[config.mk]
export PLATFORM = sky130hd
export DESIGN_NAME = amba_master
export DESIGN_NICKNAME = d
export VERILOG_FILES = /design/src/rtl/amba_master.sv
export SDC_FILE = /design/constraint.sdc
export NUM_CORES = 1
export LEC_CHECK = 0
export ABC_AREA = 1
export CORE_MARGIN = 4
export CORE_UTILIZATION = 40
export CTS_CLUSTER_DIAMETER = 100
export DETAILED_ROUTE_END_ITERATION = 16
export GPL_TIMING_DRIVEN = 0
export MAX_ROUTING_LAYER = met4
export PLACE_DENSITY_LB_ADDON = 0.12
export REMOVE_ABC_BUFFERS = 1
export SLEW_MARGIN = 20
export SYNTH_ARGS = -nofsm -noshare
export SYNTH_HDL_FRONTEND = slang
export SYNTH_SLANG_ARGS = --single-unit
[constraint.sdc]
create_clock -name PCLK -period 3 [get_ports PCLK]
set_clock_uncertainty 0.15 [all_clocks]
set_input_delay 0.6 -clock PCLK [delete_from_list [all_inputs] [get_ports PCLK]]
set_output_delay 0.6 -clock PCLK [all_outputs]
set_load 0.05 [all_outputs]
[src/rtl/amba_master.sv]
// amba_master: APB-style initiator turning valid/ready commands into
// SETUP/ACCESS bus transfers with a single-cycle response pulse.
// Optional ACCESS wait timeout: define AMBA_MASTER_TIMEOUT_EN.
module amba_master #(
    parameter int unsigned DATA_WIDTH     = 32,
    parameter int unsigned ADDR_WIDTH     = 2,
    parameter int unsigned TIMEOUT_CYCLES = 16
) (
    input  logic                  PCLK,
    input  logic                  PRESET,
    input  logic                  cmd_valid,
    output logic                  cmd_ready,
    input  logic                  cmd_write,
    input  logic [ADDR_WIDTH-1:0] cmd_addr,
    input  logic [DATA_WIDTH-1:0] cmd_wdata,
    output logic                  rsp_valid,
    output logic [DATA_WIDTH-1:0] rsp_rdata,
    output logic                  rsp_err,
    output logic                  PSEL,
    output logic                  PENABLE,
    output logic                  PnR_W,
    output logic [ADDR_WIDTH-1:0] PADDR,
    output logic [DATA_WIDTH-1:0] PWDATA,
    input  logic                  PREADY,
    input  logic [DATA_WIDTH-1:0] PRDATA
);

    // Elaboration guard on the timeout range
    if (TIMEOUT_CYCLES < 1 || TIMEOUT_CYCLES > 255) begin : g_bad_timeout
        $error("amba_master: TIMEOUT_CYCLES must be in 1..255");
    end

    typedef enum logic [1:0] {
        S_IDLE   = 2'd0,
        S_SETUP  = 2'd1,
        S_ACCESS = 2'd2,
        S_RESP   = 2'd3
    } state_t;

    state_t                r_state;
    logic                  r_cmd_ready;
    logic                  r_psel;
    logic                  r_penable;
    logic                  r_pnr_w;
    logic [ADDR_WIDTH-1:0] r_paddr;
    logic [DATA_WIDTH-1:0] r_pwdata;
    logic                  r_rsp_valid;
    logic [DATA_WIDTH-1:0] r_rsp_rdata;
    logic                  r_rsp_err;

    state_t                w_state_nxt;
    logic                  w_cmd_ready;
    logic                  w_psel;
    logic                  w_penable;
    logic                  w_pnr_w;
    logic [ADDR_WIDTH-1:0] w_paddr;
    logic [DATA_WIDTH-1:0] w_pwdata;
    logic                  w_rsp_valid;
    logic [DATA_WIDTH-1:0] w_rsp_rdata;
    logic                  w_rsp_err;

`ifdef AMBA_MASTER_TIMEOUT_EN
    localparam logic [7:0] WAIT_LAST = 8'(TIMEOUT_CYCLES - 1);
    logic [7:0] r_wait_cnt;
    logic [7:0] w_wait_cnt;
`endif

    // Next state and next registered outputs
    always_comb begin
        w_state_nxt = r_state;
        w_cmd_ready = 1'b0;
        w_psel      = 1'b0;
        w_penable   = 1'b0;
        w_pnr_w     = r_pnr_w;
        w_paddr     = r_paddr;
        w_pwdata    = r_pwdata;
        w_rsp_valid = 1'b0;
        w_rsp_rdata = '0;
        w_rsp_err   = 1'b0;
`ifdef AMBA_MASTER_TIMEOUT_EN
        w_wait_cnt  = r_wait_cnt;
`endif
        case (r_state)
            S_IDLE: begin
                w_cmd_ready = 1'b1;
                if (cmd_valid) begin
                    w_state_nxt = S_SETUP;
                    w_cmd_ready = 1'b0;
                    w_psel      = 1'b1;
                    w_pnr_w     = cmd_write;
                    w_paddr     = cmd_addr;
                    w_pwdata    = cmd_wdata;
                end
            end
            S_SETUP: begin
                w_state_nxt = S_ACCESS;
                w_psel      = 1'b1;
                w_penable   = 1'b1;
`ifdef AMBA_MASTER_TIMEOUT_EN
                w_wait_cnt  = 8'd0;
`endif
            end
            S_ACCESS: begin
                if (PREADY) begin
                    w_state_nxt = S_RESP;
                    w_rsp_valid = 1'b1;
                    w_rsp_rdata = r_pnr_w ? '0 : PRDATA;
                end else begin
`ifdef AMBA_MASTER_TIMEOUT_EN
                    if (r_wait_cnt == WAIT_LAST) begin
                        w_state_nxt = S_RESP;
                        w_rsp_valid = 1'b1;
                        w_rsp_err   = 1'b1;
                    end else begin
                        w_psel     = 1'b1;
                        w_penable  = 1'b1;
                        w_wait_cnt = r_wait_cnt + 8'd1;
                    end
`else
                    w_psel    = 1'b1;
                    w_penable = 1'b1;
`endif
                end
            end
            S_RESP: begin
                w_state_nxt = S_IDLE;
                w_cmd_ready = 1'b1;
            end
            default: begin
                w_state_nxt = S_IDLE;
                w_cmd_ready = 1'b1;
            end
        endcase
    end

    // State and output registers; reset aborts any transfer at once
    always_ff @(posedge PCLK) begin
        if (!PRESET) begin
            r_state     <= S_IDLE;
            r_cmd_ready <= 1'b1;
            r_psel      <= 1'b0;
            r_penable   <= 1'b0;
            r_pnr_w     <= 1'b0;
            r_paddr     <= '0;
            r_pwdata    <= '0;
            r_rsp_valid <= 1'b0;
            r_rsp_rdata <= '0;
            r_rsp_err   <= 1'b0;
`ifdef AMBA_MASTER_TIMEOUT_EN
            r_wait_cnt  <= 8'd0;
`endif
        end else begin
            r_state     <= w_state_nxt;
            r_cmd_ready <= w_cmd_ready;
            r_psel      <= w_psel;
            r_penable   <= w_penable;
            r_pnr_w     <= w_pnr_w;
            r_paddr     <= w_paddr;
            r_pwdata    <= w_pwdata;
            r_rsp_valid <= w_rsp_valid;
            r_rsp_rdata <= w_rsp_rdata;
            r_rsp_err   <= w_rsp_err;
`ifdef AMBA_MASTER_TIMEOUT_EN
            r_wait_cnt  <= w_wait_cnt;
`endif
        end
    end

    assign cmd_ready = r_cmd_ready;
    assign PSEL      = r_psel;
    assign PENABLE   = r_penable;
    assign PnR_W     = r_pnr_w;
    assign PADDR     = r_paddr;
    assign PWDATA    = r_pwdata;
    assign rsp_valid = r_rsp_valid;
    assign rsp_rdata = r_rsp_rdata;
    assign rsp_err   = r_rsp_err;

endmodule

==> results of run 1 <==
## layer usage
layer | vias up | wire length (um) | GRT usage, % | share of wire, %
met4 | 0 | 93 | 7.42 | 1.5
met5 | - | 0 | - | 0
met1 | 917 | 2470 | 18.9 | 40
met3 | 10 | 905 | 8.37 | 15
met2 | 104 | 2730 | 24.9 | 44
li1 | 1134 | - | - | -
## timing repair
item | CTS | global route
gates resized for setup | 0 | 1
setup endpoints to repair | 0 | 34
hold buffers | 0 | 0
## cell usage after synthesis, drive strengths merged
library cell,n
o21ai,36
nor2,103
conb,1
dfxtp,73
ha,4
a22oi,1
buf,12
a21oi,4
clkbuf,3
inv,40
nand2,9
nor3,1
nand3,1
clkinv,1
## power breakdown
part / leakage (nW) / switching (mW) / internal, mW / total [mW]
combinational: 1.04 / 1.01 / 0.504 / 1.51
sequential: 0.598 / 0.0810 / 1.16 / 1.24
clock: 0.107 / 0.337 / 0.452 / 0.789
## registers in the layout, indices dropped and copies added, names as in the netlist
| name | flops |
|---|---|
| PWDATA | 32 |
| PSEL | 1 |
| PENABLE | 1 |
| rsp_valid | 1 |
| PnR_W | 1 |
| PADDR | 2 |
| cmd_ready | 1 |
| r_state | 2 |
| rsp_rdata | 32 |
## cell type report
cell class / instances / share of cell area, %
clock inverters: 2 / 0.841
repair buffers: 141 / 33.8
clock buffers: 14 / 4.15
multi-input cells: 160 / 20.1
flip-flops and latches: 73 / 35.1
inverters: 41 / 3.79
well taps: 75 / 2.25
## logic make-up (layout without fill, tap and decap cells)
family,count (synthesis),after routing
adders and majority gates,4,4
and+or+nand+nor,114,114
other,1,1
AOI/OAI and AO/OA,41,41
buffers and inverters,56,198
DFF,73,73
## worst max-delay path: stages
cell and delay (ps):
clkdlybuf4s50_1 440, nand2_2 510, clkinvlp_4 720, nor2_1 260
nor2_1 70
## worst paths after layout
kind	from	end	slack (ps)	depth (start not counted)
setup reg to reg	r_state[1]$_SDFFE_PN0P_	PWDATA[3]$_SDFFE_PN0P_	500	6
hold reg to reg	PADDR[1]$_SDFFE_PN0P_	PADDR[1]$_SDFFE_PN0P_	330	2
setup / recovery	cmd_valid	PWDATA[3]$_SDFFE_PN0P_	470	5
hold / removal	PADDR[1]$_SDFFE_PN0P_	PADDR[1]$_SDFFE_PN0P_	330	2
## per-stage QoR
step / utilization (%) / std cells
2_1_floorplan: - / 274
3_3_place_gp: 65.3 / 490
3_5_place_dp: 65.2 / 490
4_1_cts: 68.6 / 506
5_1_grt: 68.7 / 506
6_report: 68.7 / 506
==> results.sh, run 1 <==
export IMPL_hpwl_um=4460
export IMPL_finalPower_mw=3.54
export IMPL_cts_buffers=9
export IMPL_critPathCaptureType="flip-flop"
export IMPL_postCtsSetupBuffers=0
export IMPL_setup_violations=0
export IMPL_cts_root_buf="clkbuf_8"
export IMPL_gr_total_overflow=0
export IMPL_dp_slack_ps=-244
export IMPL_critical_path_required_ps=3080
export IMPL_layout_cells_most_common="clkdlybuf4s50_1"
export IMPL_antenna_cells=0
export IMPL_cts_sinks=73
export IMPL_final_nets=501
export IMPL_worstPathArrival_ps=2610
export IMPL_portBuffers=141
export IMPL_pin_count=143
export IMPL_yosys_top_cells_area="dfxtp_1 57%, nor2_1 11%, o21ai_0 6.0%, inv_1 5.7%, nor2_2 4.9%"
export IMPL_synth_mux_area_fraction_pct=0
export IMPL_wl_per_cell_um=12.2
export IMPL_cts_max_level=3
export IMPL_cts_tree="done"
export IMPL_initial_core_util_pct=42.4
export IMPL_yosys_area_top_type="dfxtp_1"
export IMPL_nFillCells=499
export IMPL_cts_buffer_depth=2
export IMPL_drv_cap=0
export IMPL_layout_common_cells="140 x clkdlybuf4s50_1, 73 x dfxtp_1, 72 x nor2_1"
export IMPL_hold_path_class="reg -> reg"
export IMPL_placed_area_um2=3950
export IMPL_netlist_area_um2=2570
export IMPL_routed_wl_um=6190
export IMPL_synth_compound_area_share_pct=8.09
export IMPL_power_leakage_nw=1.74
export IMPL_peakVddDrop_mv=0.569
export IMPL_fmax_mhz=396
export IMPL_crit_type="in -> reg"
export IMPL_fp_dieArea_um2=7770
export IMPL_clk_pin_slew_worst_paths_ps=70
export IMPL_tns_ps=0
export IMPL_synth_top_area_share_pct=56.9
export IMPL_yosys_warnings=0
export IMPL_yosys_area_share_simple_pct=22.3
export IMPL_ant_nets=0
export IMPL_cp_max_fo=38
export IMPL_antenna_found_initial=0
export IMPL_vias_per_cell=4.28
export IMPL_multiInputGateArea_um2=837
export IMPL_synth_fa_ha_area_share_pct=1.95
export IMPL_ys_seq_elements=73
export IMPL_track_usage_pct=16.7
export IMPL_final_seq_area_um2=1460
export IMPL_tightest_slew_ps=658
export IMPL_max_slew_margin_rel_pct=56.0
export IMPL_die_w_um=88.1
export IMPL_drv_slew=0
export IMPL_routabilityCongestion=0.746
export IMPL_via_count=2165
export IMPL_min_period_over_period_pct=84.2
export IMPL_holdWs_ps=331
export IMPL_status="complete, no violations"
export IMPL_setup_ws_ps=473
export IMPL_synthToLayoutAreaGrowth_pct=62.1
export IMPL_grt_max_degree=40
export IMPL_grt_pass1_wl_um=9430
export IMPL_fp_dieH_um=88.1
export IMPL_synth_top_family_by_area="simple AND/OR/NAND/NOR gates"
export IMPL_synth_area_per_cell_um2=8.89
export IMPL_yosys_area_share_xor_xnor_pct=0
export IMPL_ys_seq_area_share_pct=56.9
export IMPL_design_area_um2=4160
export IMPL_hold_viol=0
export IMPL_yosysUniqueCellTypes=24
export IMPL_cp_start_kind="input pin"
export IMPL_drive_gt1_share_pct=11.8
export IMPL_clk_latency_ps=330
export IMPL_dr_pass1_iters=4
export IMPL_power_density_nw_per_um2=850
export IMPL_drt_iter0_drc=28
export IMPL_drc_errors=0
export IMPL_row_count=28
export IMPL_grt_pass1_vias=2040
export IMPL_syn_instance_count=289
export IMPL_core_um2=6060
export IMPL_rsz0062_at_grt="no"
export IMPL_period_needed_ps=2530
Note: power is estimated with default switching activity, not from simulation.
==> inputs of run 2 (changes only) <==
--- a/config.mk
+++ b/config.mk
@@ -7,7 +7,7 @@
 export LEC_CHECK = 0
 export ABC_AREA = 1
 export CORE_MARGIN = 4
-export CORE_UTILIZATION = 40
+export CORE_UTILIZATION = 34
 export CTS_CLUSTER_DIAMETER = 100
 export DETAILED_ROUTE_END_ITERATION = 16
 export GPL_TIMING_DRIVEN = 0
==> constraint.sdc (replaced) <==
create_clock -name PCLK -period 2.2 [get_ports PCLK]
set_clock_uncertainty 0.15 [all_clocks]
set_input_delay 0.44 -clock PCLK [delete_from_list [all_inputs] [get_ports PCLK]]
set_output_delay 0.44 -clock PCLK [all_outputs]
set_load 0.05 [all_outputs]
==> run 2 against run 1 <==
Net effect:
- via count grew 0.23%
- non-clock buffer count stayed put
- register-to-register slack got worse by 140 ps
- first-iteration DRC count increased by 64%
- global-route usage is 2.0 points lower
- sequential share of layout area is 0.86 points lower
- worst hold slack gained 5.0 ps
- die area increased by 16%
- clock-buffer cell count fell by 3
- final area grew 2.5%
==> results.sh, run 2 (same netlist as run 1, synthesis figures left out) <==
export IMPL_die_w_um=94.9
export IMPL_peakVddDrop_mv=0.427
export IMPL_routabilityCongestion=0.756
export IMPL_drv_slew=0
export IMPL_max_slew_margin_rel_pct=57.3
export IMPL_grt_pass1_wl_um=9970
export IMPL_critPathBufInv=1
export IMPL_min_period_over_period_pct=94.2
export IMPL_fp_dieH_um=94.9
export IMPL_fp_dieArea_um2=9010
export IMPL_fmax_mhz=482
export IMPL_grt_pass1_vias=2166
export IMPL_dr_pass1_iters=4
export IMPL_tns_ps=0
export IMPL_hold_path_class="reg -> reg"
export IMPL_grt_max_degree=40
export IMPL_status="complete, no violations"
export IMPL_gr_total_overflow=0
export IMPL_antenna_cells=0
export IMPL_cp_cell_sequence="clkdlybuf4s50_1"
export IMPL_cts_buffers=9
export IMPL_tightest_slew_ps=640
export IMPL_slowest_stage="clkdlybuf4s50_1"
export IMPL_drv_cap=0
export IMPL_critical_path_required_ps=1610
export IMPL_cts_hold_buf=0
export IMPL_critPathCaptureType="output pin"
export IMPL_wl_per_cell_um=11.9
export IMPL_postCtsSetupBuffers=0
export IMPL_rrSetupSlack_ps=360
export IMPL_portBuffers=141
export IMPL_row_count=31
export IMPL_drive_gt1_share_pct=12.3
export IMPL_hpwl_um=4500
export IMPL_hold_viol=0
export IMPL_final_nets=501
export IMPL_ant_nets=0
export IMPL_power_density_nw_per_um2=1210
export IMPL_cp_top_family="buffers and inverters"
export IMPL_initial_core_util_pct=35.2
export IMPL_fin_util_pct=58.5
export IMPL_cts_max_level=3
export IMPL_drt_iter0_drc=46
export IMPL_cp_max_fo=2
export IMPL_worstPathArrival_ps=1480
export IMPL_track_usage_pct=14.7
export IMPL_antenna_found_initial=0
export IMPL_routed_wl_um=6280
export IMPL_cp_start_kind="flip-flop"
export IMPL_nFillCells=685
export IMPL_cts_root_buf="clkbuf_8"
export IMPL_period_needed_ps=2070
export IMPL_drc_errors=0
export IMPL_crit_type="reg -> out"
export IMPL_layout_common_cells="140 x clkdlybuf4s50_1, 73 x dfxtp_1, 72 x nor2_1"
export IMPL_cts_sinks=73
export IMPL_core_um2=7290
export IMPL_power_leakage_nw=1.78
export IMPL_cts_tree="done"
export IMPL_cpPeakStageDelay_ps=820
export IMPL_layout_cells_most_common="clkdlybuf4s50_1"
export IMPL_rsz0062_at_grt="no"
export IMPL_setup_violations=0
export IMPL_synthToLayoutAreaGrowth_pct=66.2
export IMPL_vias_per_cell=4.09
export IMPL_cts_buffer_depth=2
export IMPL_via_count=2170
export IMPL_clk_pin_slew_worst_paths_ps=80
export IMPL_clk_latency_ps=330
export IMPL_pin_count=143
## run 2: cell count changes in the layout (fill, tap and decap cells not counted)
cell / delta
bufinv_16: +3
nand2_2: -1
clkinvlp_4: -1
clkinv_4: +1
clkbuf_1: -2
clkbuf_8: -1
nand2_4: +1
## run 2: layer usage
layer | GRT usage [%] | routed length [um] | part of all wire [%]
met1 | 17.1 | 2700 | 43
met2 | 21.9 | 2700 | 43
met3 | 7.17 | 779 | 12
met4 | 5.77 | 105 | 1.7
met5 | - | 0 | 0
## run 2: report_power, final
group	switching (mW)	leakage, nW	total, mW	internal (mW)
Combinational	1.38	1.05	2.07	0.689
Sequential	0.110	0.598	1.69	1.58
Clock	0.477	0.140	1.41	0.929
Total	1.97	1.78	5.16	3.20
## run 2: path summary, 6_finish.rpt
path | from | to | depth (start not counted)
worst max-delay path | PWDATA[21]$_SDFFE_PN0P_ | PWDATA[21] | 1
worst min-delay path | PWDATA[25]$_SDFFE_PN0P_ | PWDATA[25]$_SDFFE_PN0P_ | 2
worst min register to register | PWDATA[25]$_SDFFE_PN0P_ | PWDATA[25]$_SDFFE_PN0P_ | 2
worst max register to register | r_state[0]$_SDFFE_PN0P_ | PWDATA[6]$_SDFFE_PN0P_ | 6
## run 2: cell type report
type / instances / area, um2 / share of cell area [%]
clock buffer: 11 / 151 / 3.55
tap: 99 / 124 / 2.90
multi-input combinational: 160 / 842 / 19.7
timing repair buffer: 141 / 1410 / 32.9
inverter: 41 / 159 / 3.72
clock inverter: 5 / 125 / 2.93
sequential: 73 / 1460 / 34.2
## run 2: what timing repair did
action,CTS,global route
resized for setup,2,1
endpoints found under the hold margin,0,0
endpoints found under the setup margin,34,34
## run 2: stage by stage
| step | setup slack, ps | hold WS [ps] | cell area (um2) | total power [mW] | cells |
|---|---|---|---|---|---|
| CTS | 42.2 | 340 | 4260 | 5.23 | 530 |
| floorplan | -183 | 349 | 2450 | 3.06 | 274 |
| detailed placement | -893 | 322 | 3980 | 3.80 | 514 |
| finish | 127 | 336 | 4270 | 5.16 | 530 |
| global route | 56.7 | 358 | 4270 | 5.45 | 530 |
| global placement | -1480 | 313 | 3990 | 3.78 | 514 |
## run 2: worst register-to-register path, cell delays in order (launching register included)
cell	delay, ps
dfxtp_1	360
inv_1	80
ha_1	260
nand2_4	330
clkinv_4	320
nor2_1	180
nor2_1	60
==> RTL change 1 (flow settings as in run 1) <==
Re-encode `state_t` (4 states) as one-hot, 4 bits wide.
--- a/src/rtl/amba_master.sv
+++ b/src/rtl/amba_master.sv
@@ -30,11 +30,11 @@
         $error("amba_master: TIMEOUT_CYCLES must be in 1..255");
     end
 
-    typedef enum logic [1:0] {
-        S_IDLE   = 2'd0,
-        S_SETUP  = 2'd1,
-        S_ACCESS = 2'd2,
-        S_RESP   = 2'd3
+    typedef enum logic [3:0] {
+        S_IDLE   = 4'b0001,
+        S_SETUP  = 4'b0010,
+        S_ACCESS = 4'b0100,
+        S_RESP   = 4'b1000
     } state_t;
 
     state_t                r_state;
Behaviour: no difference found for any inputs over 10 cycles, from zero or initial values and one cycle with PRESET low; not proved beyond that.
==> RTL change 1 against run 1 <==
Count of clock-buffer cells in the layout down 3; critical endpoint is now PWDATA[7]; routed wire length up 15%; cell count down 5.9%; sequential cell count up 2; cell area up 2.7%; synthesized cell count down 7.6%; die area up 5.3%; worst setup slack better by 0.28 ns; via count up 11%; area after synthesis up 5.8%.
Power is not compared: it rests on default switching activity, and its combinational part moved more than twofold at a synthesized area within 25%.
==> RTL change 1: results (changes against run 1) <==
hold_ws_ns: 0.3092  # was 0.3307 ns
cts_resized: 0  # unchanged
synth.top_cells.by_count: "dfxtp_1, nand2_1, a21oi_1"  # was dfxtp_1, nor2_1, inv_1
drive_gt1_share_pct: 13.53  # was 11.83%
async_reset_ff_share_pct: 0  # unchanged
nNetsFinal: 467  # was 501
multi_input_area_share_pct: 24.42  # was 20.10%
num_vias: 2394  # was 2165
nFlopsAndLatches: 75  # was 73
clkbuf_count: 11  # was 14
relSlewSlack_pct: 40.85  # was 55.96%
nMultiInputCombCells: 161  # was 160
min_from: "PWDATA[16]"  # was PADDR[1]
synth_cells: 267  # was 289
inv_count: 6  # was 41
seq_share_pct: 35.10  # about the same
final-nonclk-buf-share_pct: 33.81  # was 33.77%
postCtsSetupRepairBufs: 0  # unchanged
synth_seq_area_share_pct: 55.25  # was 56.89%
placedCellCount: 462  # was 490
final-clk-cell-share_pct: 3.890  # was 4.988%
grt_pass1_vias: 2297  # was 2040
outcome: "complete, no violations"  # unchanged
arrival_ns: 1.50  # was 2.61 ns
nNonClkBuffers: 143  # was 141
worst_path_largest_cell_delay_ns: 0.83  # was 0.72 ns
r2r_end: "PWDATA[5]"  # was PWDATA[3]
hold_end: "PWDATA[16]"  # was PADDR[1]
worstHoldPathType: "reg2reg"  # unchanged
gp_congestion: 0.7720  # was 0.7463
grt_pass1_wl_um: 11310  # was 9425 µm
viasPerCell: 5.029  # was 4.279
ys_top_cells_by_area: "dfxtp_1, nor3b_2, nand4_1"  # was dfxtp_1, nor2_1, o21ai_0
cpMaxStageDelayCell: "clkdlybuf4s50_1"  # was clkinvlp_4
fillers: 534  # was 499
drt_wl_total_um: 7140  # was 6192 µm
critPathCaptureType: "output port"  # was register
dp_hpwl_um: 4761  # was 4458 µm
cp_max_fo: 2  # was 38
synth.distinct_cells: 20  # was 24
r2r-start: "r_state[0]"  # was r_state[1]
drt_iter0_drc: 121  # was 28
grtUsageTotal_pct: 17.73  # was 16.73%
pre_cts_ws_ns: 0.8298  # was -0.2444 ns
==> RTL change 1: cell types whose count changed after synthesis, sizes merged, moves of 10 or more <==
cell / before / now
a21oi: 4 / 36
buf: 12 / 22
inv: 40 / 6
nand2: 9 / 40
nand4: 0 / 34
nor2: 103 / 9
nor3b: 0 / 32
o21ai: 36 / 0
==> RTL change 1: worst min-delay path, delay by kind of cell (launching register included) <==
kind	cells	cell delay [ns]
flops	1	0.31
simple gates	1	0.06
compound gates	1	0.05
==> RTL change 1: cell families after synthesis <==
group	count (synthesis)	share of synthesized area, %
DFF	75	55.25
AOI/OAI and AO/OA	36	6.630
other	1	0.1380
and+or+nand+nor	124	31.40
buffers and inverters	31	6.583
==> RTL change 1: worst max path at each step <==
stage / from / end / slack (ns) / cells after the start
2_1_floorplan: r_state[0] / PSEL / 0.82 / 6
3_3_place_gp: cmd_valid / PSEL / -1.17 / 5
3_5_place_dp: PREADY / rsp_rdata[0] / 0.83 / 3
4_1_cts: PWDATA[7] / PWDATA[7] / 0.72 / 1
5_1_grt: PWDATA[7] / PWDATA[7] / 0.70 / 1
6_report: PWDATA[7] / PWDATA[7] / 0.75 / 1
==> RTL change 1: through the flow <==
step	cell area, µm²	setup TNS, ns
6_report	4278	0
4_1_cts	4278	0
2_1_floorplan	2561	0
3_3_place_gp	4069	-40.92
3_5_place_dp	4111	0
5_1_grt	4278	0
==> RTL change 1: metal layers <==
metal,global-route usage [%],wire [µm],part of all wire (%)
met2,24.95,3025,42
met3,9.500,806,11
met1,21.85,3234,45
met5,-,0,0
met4,5.357,74,1.0
==> RTL change 1: where the power goes <==
part,total (mW),internal (mW),switching (mW)
Clock,0.671,0.332,0.339
Sequential,1.06,1.04,0.0204
Combinational,0.487,0.199,0.287
==> RTL change 2 (flow settings as in run 1) <==
Without the edit above. The parameter `ADDR_WIDTH` goes from 2 to 1.
--- a/src/rtl/amba_master.sv
+++ b/src/rtl/amba_master.sv
@@ -3,7 +3,7 @@
 // Optional ACCESS wait timeout: define AMBA_MASTER_TIMEOUT_EN.
 module amba_master #(
     parameter int unsigned DATA_WIDTH     = 32,
-    parameter int unsigned ADDR_WIDTH     = 2,
+    parameter int unsigned ADDR_WIDTH     = 1,
     parameter int unsigned TIMEOUT_CYCLES = 16
 ) (
     input  logic                  PCLK,
Ports: changed (resized PADDR and cmd_addr); port bits go from 143 to 141. The function was not compared with the original's and may differ.
==> RTL change 2 against run 1 <==
Total power decreased by 6.2%; global-route usage rose by 0.19 points; cell area down 2.7%; routed wire length decreased by 1.0%; synthesized cell count decreased by 1.7%; register-to-register slack improved by 0.64 ns; sequential cell count shrank 1; area after synthesis fell by 1.3%; worst setup slack improved by 0.29 ns; critical path type is now reg2out; largest cell class unchanged; largest power group unchanged.
==> RTL change 2: results (changes against run 1) <==
clkbuf_count: 10  # was 14
grt_use_met2_pct: 25.48  # was 24.93%
synth.top_cells.by_count: "dfxtp_1, nor2_1, inv_1"  # unchanged
worst_path_largest_cell_delay_ns: 0.81  # was 0.72 ns
grtUsageTotal_pct: 16.92  # was 16.73%
power_mw: 3.320  # was 3.538 mW
clkPwrFrac_pct: 18.6  # was 22.3%
met3_length_um: 761  # was 905 µm
met1_usage_pct: 18.96  # was 18.87%
ys_top_cells_by_area: "dfxtp_1, nor2_1, o21ai_0"  # unchanged
nNetsFinal: 494  # was 501
cp_max_fo: 2  # was 38
route.met2.wl_um: 2653  # was 2728 µm
hold_end: "PWDATA[31]"  # was PADDR[1]
cpMaxStageDelayCell: "clkdlybuf4s50_1"  # was clkinvlp_4
synth_seq_area_share_pct: 56.83  # was 56.89%
viasPerCell: 4.343  # was 4.279
seqCellArea_um2: 1441  # was 1461 µm²
switching_share_pct: 41.66  # was 40.25%
synth_cells: 284  # was 289
r2r_end: "PWDATA[12]"  # was PWDATA[3]
synthAdderAreaFrac_pct: 1.973  # was 1.948%
r2r-start: "r_state[0]"  # was r_state[1]
min_from: "PWDATA[31]"  # was PADDR[1]
synth.distinct_cells: 21  # was 24
synth_compound_area_share_pct: 7.992  # was 8.086%
grt_pass1_wl_um: 9666  # was 9425 µm
final-nonclk-buf-share_pct: 34.21  # was 33.77%
final-clk-cell-share_pct: 3.643  # was 4.988%
synth_area_um2: 2536  # was 2569 µm²
io_buffers: 139  # was 141
nFlopsAndLatches: 72  # was 73
outcome: "complete, no violations"  # unchanged
r2r_slack_ns: 1.14  # was 0.50 ns
drt_iter0_drc: 47  # was 28
placedCellCount: 484  # was 490
fin_area_um2: 4053  # was 4164 µm²
max-vdd-ir-drop_mv: 0.4344  # was 0.5685 mV
dp_hpwl_um: 4444  # was 4458 µm
grt_max_degree: 39  # was 40
pre_cts_ws_ns: -0.1167  # was -0.2444 ns
drive_gt1_share_pct: 11.40  # was 11.83%
relSlewSlack_pct: 57.27  # was 55.96%
drt_wl_total_um: 6127  # was 6192 µm
fillers: 505  # was 499
placed_cell_area_um2: 3910  # was 3953 µm²
-- RTL change 2: changes by cell type after synthesis, moves of 2 or more --
cell | run 1 | this run
o21ai_0 | 31 | 35
o21ai_1 | 5 | 0
clkbuf_2 | 2 | 0
buf_4 | 4 | 2
nor2_1 | 72 | 70
clkbuf_1 | 1 | 4
-- RTL change 2: cell families after synthesis --
| family | after synthesis |
|---|---|
| buffers and inverters | 55 |
| adder cells (fa/ha/maj) | 4 |
| AND/OR/NAND/NOR | 112 |
| other | 1 |
| flip-flops | 72 |
| AO/OA/AOI/OAI | 40 |
-- RTL change 2: worst max path at each step --
stage / from / to / slack, ns
2_1_floorplan: PnR_W / rsp_rdata[0] / 1.42
3_3_place_gp: PRESET / rsp_rdata[31] / -0.07
3_5_place_dp: PRESET / rsp_rdata[31] / -0.12
4_1_cts: PRESET / rsp_rdata[31] / 0.22
5_1_grt: PWDATA[18] / PWDATA[18] / 0.70
6_report: PWDATA[22] / PWDATA[22] / 0.77
